<file path="src/rtl/bp_nonsynth_commit_packer_if.sv">
// Commit-packer bus bundle.
//   commit_*  : retirement stream from the core, with ready_o back-pressure
//   late_wb_* : late integer writeback stream (e.g. long-latency results)
//   pkt_*     : packed commit packet to the consumer, valid/yumi handshake
// master = core/consumer side, slave = the packer.
interface bp_nonsynth_commit_packer_if #(
    parameter int vaddr_width_p = 39,
    parameter int instr_width_p = 32,
    parameter int dword_width_p = 64
);
    logic                     commit_v_i;
    logic [vaddr_width_p-1:0] commit_pc_i;
    logic [instr_width_p-1:0] commit_instr_i;
    logic                     commit_rd_w_v_i;
    logic [4:0]               commit_rd_addr_i;
    logic                     commit_late_i;
    logic [dword_width_p-1:0] commit_data_i;
    logic                     ready_o;

    logic                     late_wb_v_i;
    logic [4:0]               late_wb_addr_i;
    logic [dword_width_p-1:0] late_wb_data_i;

    logic                     pkt_v_o;
    logic                     pkt_yumi_i;
    logic [vaddr_width_p-1:0] pkt_pc_o;
    logic [instr_width_p-1:0] pkt_instr_o;
    logic                     pkt_rd_w_v_o;
    logic [4:0]               pkt_rd_addr_o;
    logic [dword_width_p-1:0] pkt_rd_data_o;

    modport master (
        output commit_v_i, commit_pc_i, commit_instr_i, commit_rd_w_v_i,
               commit_rd_addr_i, commit_late_i, commit_data_i,
               late_wb_v_i, late_wb_addr_i, late_wb_data_i, pkt_yumi_i,
        input  ready_o, pkt_v_o, pkt_pc_o, pkt_instr_o, pkt_rd_w_v_o,
               pkt_rd_addr_o, pkt_rd_data_o
    );

    modport slave (
        input  commit_v_i, commit_pc_i, commit_instr_i, commit_rd_w_v_i,
               commit_rd_addr_i, commit_late_i, commit_data_i,
               late_wb_v_i, late_wb_addr_i, late_wb_data_i, pkt_yumi_i,
        output ready_o, pkt_v_o, pkt_pc_o, pkt_instr_o, pkt_rd_w_v_o,
               pkt_rd_addr_o, pkt_rd_data_o
    );
endinterface

</file>
<file path="src/rtl/bp_nonsynth_commit_packer.sv">
// Commit packer: buffers retired instructions in order and emits one packet
// per commit once its rd data is known. Early data travels with the commit;
// late data is picked up from a 32-entry table filled by the late writeback
// port and consumed (valid cleared) when the packet is taken.
// Ports:
//   clk_i, reset_n_i : clock, async active-low reset
//   bus (slave)      : commit stream + ready_o, late writeback, packet out
//   count_o          : number of buffered commits
//   err_o            : sticky protocol error (drop when full, yumi without
//                      valid, late write to an already-valid register)
module bp_nonsynth_commit_packer #(
    parameter int vaddr_width_p = 39,
    parameter int instr_width_p = 32,
    parameter int dword_width_p = 64,
    parameter int els_p         = 8
) (
    input  logic                         clk_i,
    input  logic                         reset_n_i,
    bp_nonsynth_commit_packer_if.slave   bus,
    output logic [$clog2(els_p):0]       count_o,
    output logic                         err_o
);
    localparam int lg_els_lp = $clog2(els_p);
    localparam logic [lg_els_lp:0] full_cnt_lp = (lg_els_lp+1)'(els_p);

    typedef struct packed {
        logic [vaddr_width_p-1:0] pc;
        logic [instr_width_p-1:0] instr;
        logic                     rd_w_v;
        logic [4:0]               rd_addr;
        logic                     late;
        logic [dword_width_p-1:0] data;
    } entry_s;

    entry_s                   mem [els_p];
    entry_s                   head, wr_entry;
    logic [lg_els_lp-1:0]     wr_ptr, rd_ptr;
    logic [31:0]              tbl_v;
    logic [dword_width_p-1:0] tbl_data [32];

    logic ready, pkt_v, push, pop, late_wr, head_clr, overwrite;

    assign head     = mem[rd_ptr];
    assign ready    = (count_o != full_cnt_lp);
    assign pkt_v    = (count_o != '0) && (!head.late || tbl_v[head.rd_addr]);
    assign push     = bus.commit_v_i & ready;
    assign pop      = bus.pkt_yumi_i & pkt_v;
    assign late_wr  = bus.late_wb_v_i && (bus.late_wb_addr_i != 5'd0);
    assign head_clr = pop && head.late;
    // A write landing on the register being consumed this edge is a fresh
    // result for a younger commit, not a protocol violation.
    assign overwrite = late_wr && tbl_v[bus.late_wb_addr_i]
                       && !(head_clr && (head.rd_addr == bus.late_wb_addr_i));

    // x0 never carries a write: strip the flags and data so the packet is
    // emitted immediately and reads as "no rd write".
    always_comb begin
        wr_entry         = '0;
        wr_entry.pc      = bus.commit_pc_i;
        wr_entry.instr   = bus.commit_instr_i;
        wr_entry.rd_addr = bus.commit_rd_addr_i;
        if (bus.commit_rd_addr_i != 5'd0) begin
            wr_entry.rd_w_v = bus.commit_rd_w_v_i;
            wr_entry.late   = bus.commit_late_i;
            wr_entry.data   = bus.commit_data_i;
        end
    end

    assign bus.ready_o       = ready;
    assign bus.pkt_v_o       = pkt_v;
    assign bus.pkt_pc_o      = head.pc;
    assign bus.pkt_instr_o   = head.instr;
    assign bus.pkt_rd_w_v_o  = head.rd_w_v;
    assign bus.pkt_rd_addr_o = head.rd_addr;
    assign bus.pkt_rd_data_o = head.late ? tbl_data[head.rd_addr] : head.data;

    // Payload storage carries no reset; occupancy is tracked by count_o.
    always_ff @(posedge clk_i) begin
        if (push) mem[wr_ptr] <= wr_entry;
    end

    always_ff @(posedge clk_i) begin
        if (late_wr) tbl_data[bus.late_wb_addr_i] <= bus.late_wb_data_i;
    end

    always_ff @(posedge clk_i or negedge reset_n_i) begin
        if (!reset_n_i) begin
            wr_ptr  <= '0;
            rd_ptr  <= '0;
            count_o <= '0;
            tbl_v   <= '0;
            err_o   <= 1'b0;
        end else begin
            // Pointers are lg_els_lp bits wide, so they wrap for free.
            if (push) wr_ptr <= wr_ptr + 1'b1;
            if (pop)  rd_ptr <= rd_ptr + 1'b1;
            count_o <= count_o + (lg_els_lp+1)'(push) - (lg_els_lp+1)'(pop);
            // Set after clear so a same-register write wins.
            if (head_clr) tbl_v[head.rd_addr] <= 1'b0;
            if (late_wr)  tbl_v[bus.late_wb_addr_i] <= 1'b1;
            if ((bus.commit_v_i && !ready) || (bus.pkt_yumi_i && !pkt_v) || overwrite)
                err_o <= 1'b1;
        end
    end
endmodule

</file>
<file path="src/flat_wrapper.sv">
// flat-port wrapper written by rule: the top's interface ports become plain ports
module bp_nonsynth_commit_packer_flat 
#(
    parameter int vaddr_width_p = 39,
    parameter int instr_width_p = 32,
    parameter int dword_width_p = 64,
    parameter int els_p         = 8
)
  (clk_i, reset_n_i, count_o, err_o, bus_commit_v_i, bus_commit_pc_i, bus_commit_instr_i, bus_commit_rd_w_v_i, bus_commit_rd_addr_i, bus_commit_late_i, bus_commit_data_i, bus_late_wb_v_i, bus_late_wb_addr_i, bus_late_wb_data_i, bus_pkt_yumi_i, bus_ready_o, bus_pkt_v_o, bus_pkt_pc_o, bus_pkt_instr_o, bus_pkt_rd_w_v_o, bus_pkt_rd_addr_o, bus_pkt_rd_data_o);
  bp_nonsynth_commit_packer_if #(.vaddr_width_p(vaddr_width_p), .instr_width_p(instr_width_p), .dword_width_p(dword_width_p)) bus_i ();
  input  logic clk_i;
  input  logic reset_n_i;
  output logic [$clog2(els_p):0] count_o;
  output logic err_o;
  input wire logic [$bits(bus_i.commit_v_i)-1:0] bus_commit_v_i;
  input wire logic [$bits(bus_i.commit_pc_i)-1:0] bus_commit_pc_i;
  input wire logic [$bits(bus_i.commit_instr_i)-1:0] bus_commit_instr_i;
  input wire logic [$bits(bus_i.commit_rd_w_v_i)-1:0] bus_commit_rd_w_v_i;
  input wire logic [$bits(bus_i.commit_rd_addr_i)-1:0] bus_commit_rd_addr_i;
  input wire logic [$bits(bus_i.commit_late_i)-1:0] bus_commit_late_i;
  input wire logic [$bits(bus_i.commit_data_i)-1:0] bus_commit_data_i;
  input wire logic [$bits(bus_i.late_wb_v_i)-1:0] bus_late_wb_v_i;
  input wire logic [$bits(bus_i.late_wb_addr_i)-1:0] bus_late_wb_addr_i;
  input wire logic [$bits(bus_i.late_wb_data_i)-1:0] bus_late_wb_data_i;
  input wire logic [$bits(bus_i.pkt_yumi_i)-1:0] bus_pkt_yumi_i;
  output wire logic [$bits(bus_i.ready_o)-1:0] bus_ready_o;
  output wire logic [$bits(bus_i.pkt_v_o)-1:0] bus_pkt_v_o;
  output wire logic [$bits(bus_i.pkt_pc_o)-1:0] bus_pkt_pc_o;
  output wire logic [$bits(bus_i.pkt_instr_o)-1:0] bus_pkt_instr_o;
  output wire logic [$bits(bus_i.pkt_rd_w_v_o)-1:0] bus_pkt_rd_w_v_o;
  output wire logic [$bits(bus_i.pkt_rd_addr_o)-1:0] bus_pkt_rd_addr_o;
  output wire logic [$bits(bus_i.pkt_rd_data_o)-1:0] bus_pkt_rd_data_o;
  assign bus_i.commit_v_i = bus_commit_v_i;
  assign bus_i.commit_pc_i = bus_commit_pc_i;
  assign bus_i.commit_instr_i = bus_commit_instr_i;
  assign bus_i.commit_rd_w_v_i = bus_commit_rd_w_v_i;
  assign bus_i.commit_rd_addr_i = bus_commit_rd_addr_i;
  assign bus_i.commit_late_i = bus_commit_late_i;
  assign bus_i.commit_data_i = bus_commit_data_i;
  assign bus_i.late_wb_v_i = bus_late_wb_v_i;
  assign bus_i.late_wb_addr_i = bus_late_wb_addr_i;
  assign bus_i.late_wb_data_i = bus_late_wb_data_i;
  assign bus_i.pkt_yumi_i = bus_pkt_yumi_i;
  assign bus_ready_o = bus_i.ready_o;
  assign bus_pkt_v_o = bus_i.pkt_v_o;
  assign bus_pkt_pc_o = bus_i.pkt_pc_o;
  assign bus_pkt_instr_o = bus_i.pkt_instr_o;
  assign bus_pkt_rd_w_v_o = bus_i.pkt_rd_w_v_o;
  assign bus_pkt_rd_addr_o = bus_i.pkt_rd_addr_o;
  assign bus_pkt_rd_data_o = bus_i.pkt_rd_data_o;
  bp_nonsynth_commit_packer #(.vaddr_width_p(vaddr_width_p), .instr_width_p(instr_width_p), .dword_width_p(dword_width_p), .els_p(els_p)) u_core (.clk_i(clk_i), .reset_n_i(reset_n_i), .bus(bus_i), .count_o(count_o), .err_o(err_o));
endmodule
</file>
<file path="config.mk">
export PLATFORM = sky130hd
export DESIGN_NAME = bp_nonsynth_commit_packer_flat
export DESIGN_NICKNAME = d
export VERILOG_FILES = /design/src/rtl/bp_nonsynth_commit_packer_if.sv /design/src/rtl/bp_nonsynth_commit_packer.sv /design/src/flat_wrapper.sv
export SDC_FILE = /design/constraint.sdc
export NUM_CORES = 2
export LEC_CHECK = 0
export ABC_AREA = 1
export BUFFER_PORTS_ARGS = -buffer_cell sky130_fd_sc_hd__buf_2
export CAP_MARGIN = 20
export CORE_MARGIN = 8
export CORE_UTILIZATION = 25
export CTS_BUF_LIST = sky130_fd_sc_hd__clkbuf_4 sky130_fd_sc_hd__clkbuf_8 sky130_fd_sc_hd__clkbuf_16
export DETAILED_ROUTE_END_ITERATION = 10
export HOLD_SLACK_MARGIN = 0.06
export PLACE_DENSITY = 0.47
export SLEW_MARGIN = 20
export SYNTH_ARGS = -nofsm -noshare
export SYNTH_HDL_FRONTEND = slang
export SYNTH_SLANG_ARGS = --single-unit
</file>
<file path="constraint.sdc">
create_clock -name clk_i -period 22.7 [get_ports clk_i]
set_input_delay 3.405 -clock clk_i [delete_from_list [all_inputs] [get_ports clk_i]]
set_output_delay 3.405 -clock clk_i [all_outputs]
set_load 0.1 [all_outputs]
</file>
==> reports/qor.txt <==
Avg Inst Size Synth: 14.58 um^2
Max-slew violations: 0
Horiz. Die Dim: 718.8 um
Asr flop ratio synth: 1.333%
Register area: 96700 um^2
Synth Cell Area: 123500 um^2
Routed len/inst: 26.06 um
Routability cong.: 0.7574
Tightest slew margin relative to the limit: 23.58%
Post-synth EDFFs: 3184
Status: finished clean
Global-route wire length before repair: 569300 um
CTS Root Buffer Type: clkbuf_16
Vias in the first global route: 74614
CP startpoint kind: register
Seq/Total Area, Yosys: 78.31%
Vias after detailed routing: 75570
Critical path type: reg2out
Final period util: 51.76%
Post-CTS setup buffer count: 0
Max clock buf depth: 4
HPWL Detailed: 217200 um
TritonCTS Buffers: 345
CTS tree: built
Most common cell after layout, fill and taps aside: edfxtp_1
Req. time, crit path: 19300 ps
Initial core utilization: 25.05%
Total track usage: 15.01%
PortBufs: 363
Setup TNS: 0 ps
Highest clock rate: 0.08512 GHz
Post-synthesis mux area share: 0%
Antenna Nets Post-Route: 0
Initial antenna violation count: 116
Final Util: 29.21%
Filler cell count: 48912
Kind of end point of the critical path: primary output
XOR/XNOR Fraction of Synth Area: 0.05675%
Hold Crit Class: reg2reg
Max-cap violations: 0
Synth cell types: 48
CTS clk-pin slew, worst paths: 60 ps
Synth Flop Type: edfxtp_1
Hold Worst Slack: 530.0 ps
Least-Margin Pin Slew: 1146 ps
CP Max Fanout: 130
Core footprint: 492900 um^2
Compound-cell area share of the yosys netlist: 11.17%
DRC viols: 0
Layout cell share with drive strength beyond 1: 12.35%
Latest clock arrival within the worst-skew pair: 940 ps
Commonest cells after routing, fill and taps aside: edfxtp_1, nand2_1, a22oi_1
Post-route cell area: 144000 um^2
Vias per std cell: 4.827
Fin crit period: 11750 ps
Mapped Cells: 8471
DIE HEIGHT: 718.8 um
IO Count: 364
# resized after CTS: 0
Area of the multi-input gates: 24130 um^2
Yosys warns: 0
Final Hold Viols: 0
Hold buffers post-CTS: 0
Critical Path AT: 8340 ps
Synth Register Bits: 3227
H-tree levels: 5
Rows: 258
Largest family of logic cells by synthesized area: compound AO/OA/AOI/OAI gates
DR pass1 iterations: 6
Pin count of the biggest net entering global routing: 207
Total placed instance area: 132900 um^2
GR Overflow Total: 0
Initial drt markers: 7862
Die ar.: 516600 um^2
Fin nets: 9079
Adder-cell area share of the yosys netlist: 0.09728%
Clock Skew: 41.69 ps
Unrepaired setup endpoints after global routing: false
Endpoints failing setup: 0
Syn-to-layout area delta: 16.61%
Area share of and/or/nand/nor cells after synthesis: 7.788%
Routed WL: 407900 um
Clock sinks: 3227
final timing paths:
| check | startpoint | endpoint | slack (ps) | depth (start not counted) |
|---|---|---|---|---|
| max in group asynchronous | reset_n_i | u_core.rd_ptr[0] | 19530 | 2 |
| worst min-delay path | u_core.tbl_v[7] | u_core.tbl_v[7] | 530 | 2 |
| worst min register to register | u_core.tbl_v[7] | u_core.tbl_v[7] | 530 | 2 |
| min in group asynchronous | reset_n_i | u_core.err_o | 2560 | 2 |
| worst max-delay path | u_core.rd_ptr[1] | bus_pkt_rd_data_o[29] | 10950 | 17 |
| worst max register to register | u_core.rd_ptr[1] | u_core.count_o[1] | 16090 | 17 |
cell type report:
type	instances	area share (%)
sequential	3227	67.16
multi-input combinational	4556	16.76
tap	6500	5.649
clock buffer	437	6.550
clock inverter	188	1.102
antenna	25	0.04345
timing repair buffer	505	2.123
inverter	219	0.6135
state kept, by name, indices dropped and copies added (netlist names):
register,cells
u_core.tbl_v,32
u_core.err_o,1
u_core.mem,1136
u_core.wr_ptr,3
u_core.tbl_data,2048
u_core.count_o,4
u_core.rd_ptr,3
cell usage after synthesis, types with 3 or more instances:
master,number,area share (%)
nor3_2,4,0.032
buf_4,7,0.043
o22ai_1,203,1.0
o21a_1,3,0.018
ha_1,8,0.081
inv_2,7,0.021
nand4_1,40,0.20
edfxtp_1,3184,77
nand2_2,7,0.035
buf_2,202,0.82
clkbuf_1,286,0.87
nor2_4,3,0.027
nand3b_1,54,0.33
o21ai_0,564,2.3
a21boi_1,49,0.30
o221ai_1,8,0.057
a22oi_1,930,5.7
nand2_1,1173,3.6
buf_6,10,0.091
dfrtp_1,43,0.87
buf_1,27,0.082
xor2_1,6,0.043
a21oi_1,164,0.66
a31oi_1,72,0.36
a211oi_1,54,0.33
and3_1,25,0.13
a22o_1,34,0.24
nand3_1,138,0.56
inv_1,209,0.64
nor3_1,77,0.31
o21ai_1,19,0.077
a21boi_0,19,0.12
nor2_1,819,2.5
kinds of logic (layout without fill, tap and decap cells):
logic type / after synthesis / count (layout)
adder cells (fa/ha/maj): 9 / 9
XOR/XNOR: 8 / 8
buffers and inverters: 751 / 1349
flip-flops: 3227 / 3227
other: 1 / 89
AO/OA/AOI/OAI: 2125 / 2125
AND/OR/NAND/NOR: 2350 / 2350
worst max-delay path, stage by stage, from the launching register on:
cell and delay, ps:
dfrtp_4 780, inv_8 750, nand3_1 300, nand3_4 210, nand2_4 200, nor2_4 640
buf_4 940, buf_4 820, buf_4 830, a22oi_1 230, nand2_1 150, nand2_1 60
nand2_1 120, nor3_1 60, nand3b_1 280, nand2_1 210, inv_1 90, buf_2 430
metal layers:
| layer | share of wire [%] | track usage (%) | up-vias |
|---|---|---|---|
| li1 | - | - | 32911 |
| met1 | 43 | 20.38 | 39267 |
| met2 | 47 | 24.62 | 2662 |
| met3 | 7.4 | 3.312 | 636 |
| met4 | 2.2 | 3.218 | 94 |
| met5 | 0.15 | 0 | - |
per-stage QoR:
stage	instances	worst slack (ps)
after global routing	15634	10550
final	15657	10950
after CTS	15631	10820
after floorplan	8534	12310
after detailed placement	15006	11890
after global placement	15005	11880
Power is left out: the tool's default activity adds up to more than one toggle a clock period on the data nets, which glitch-free logic cannot reach.
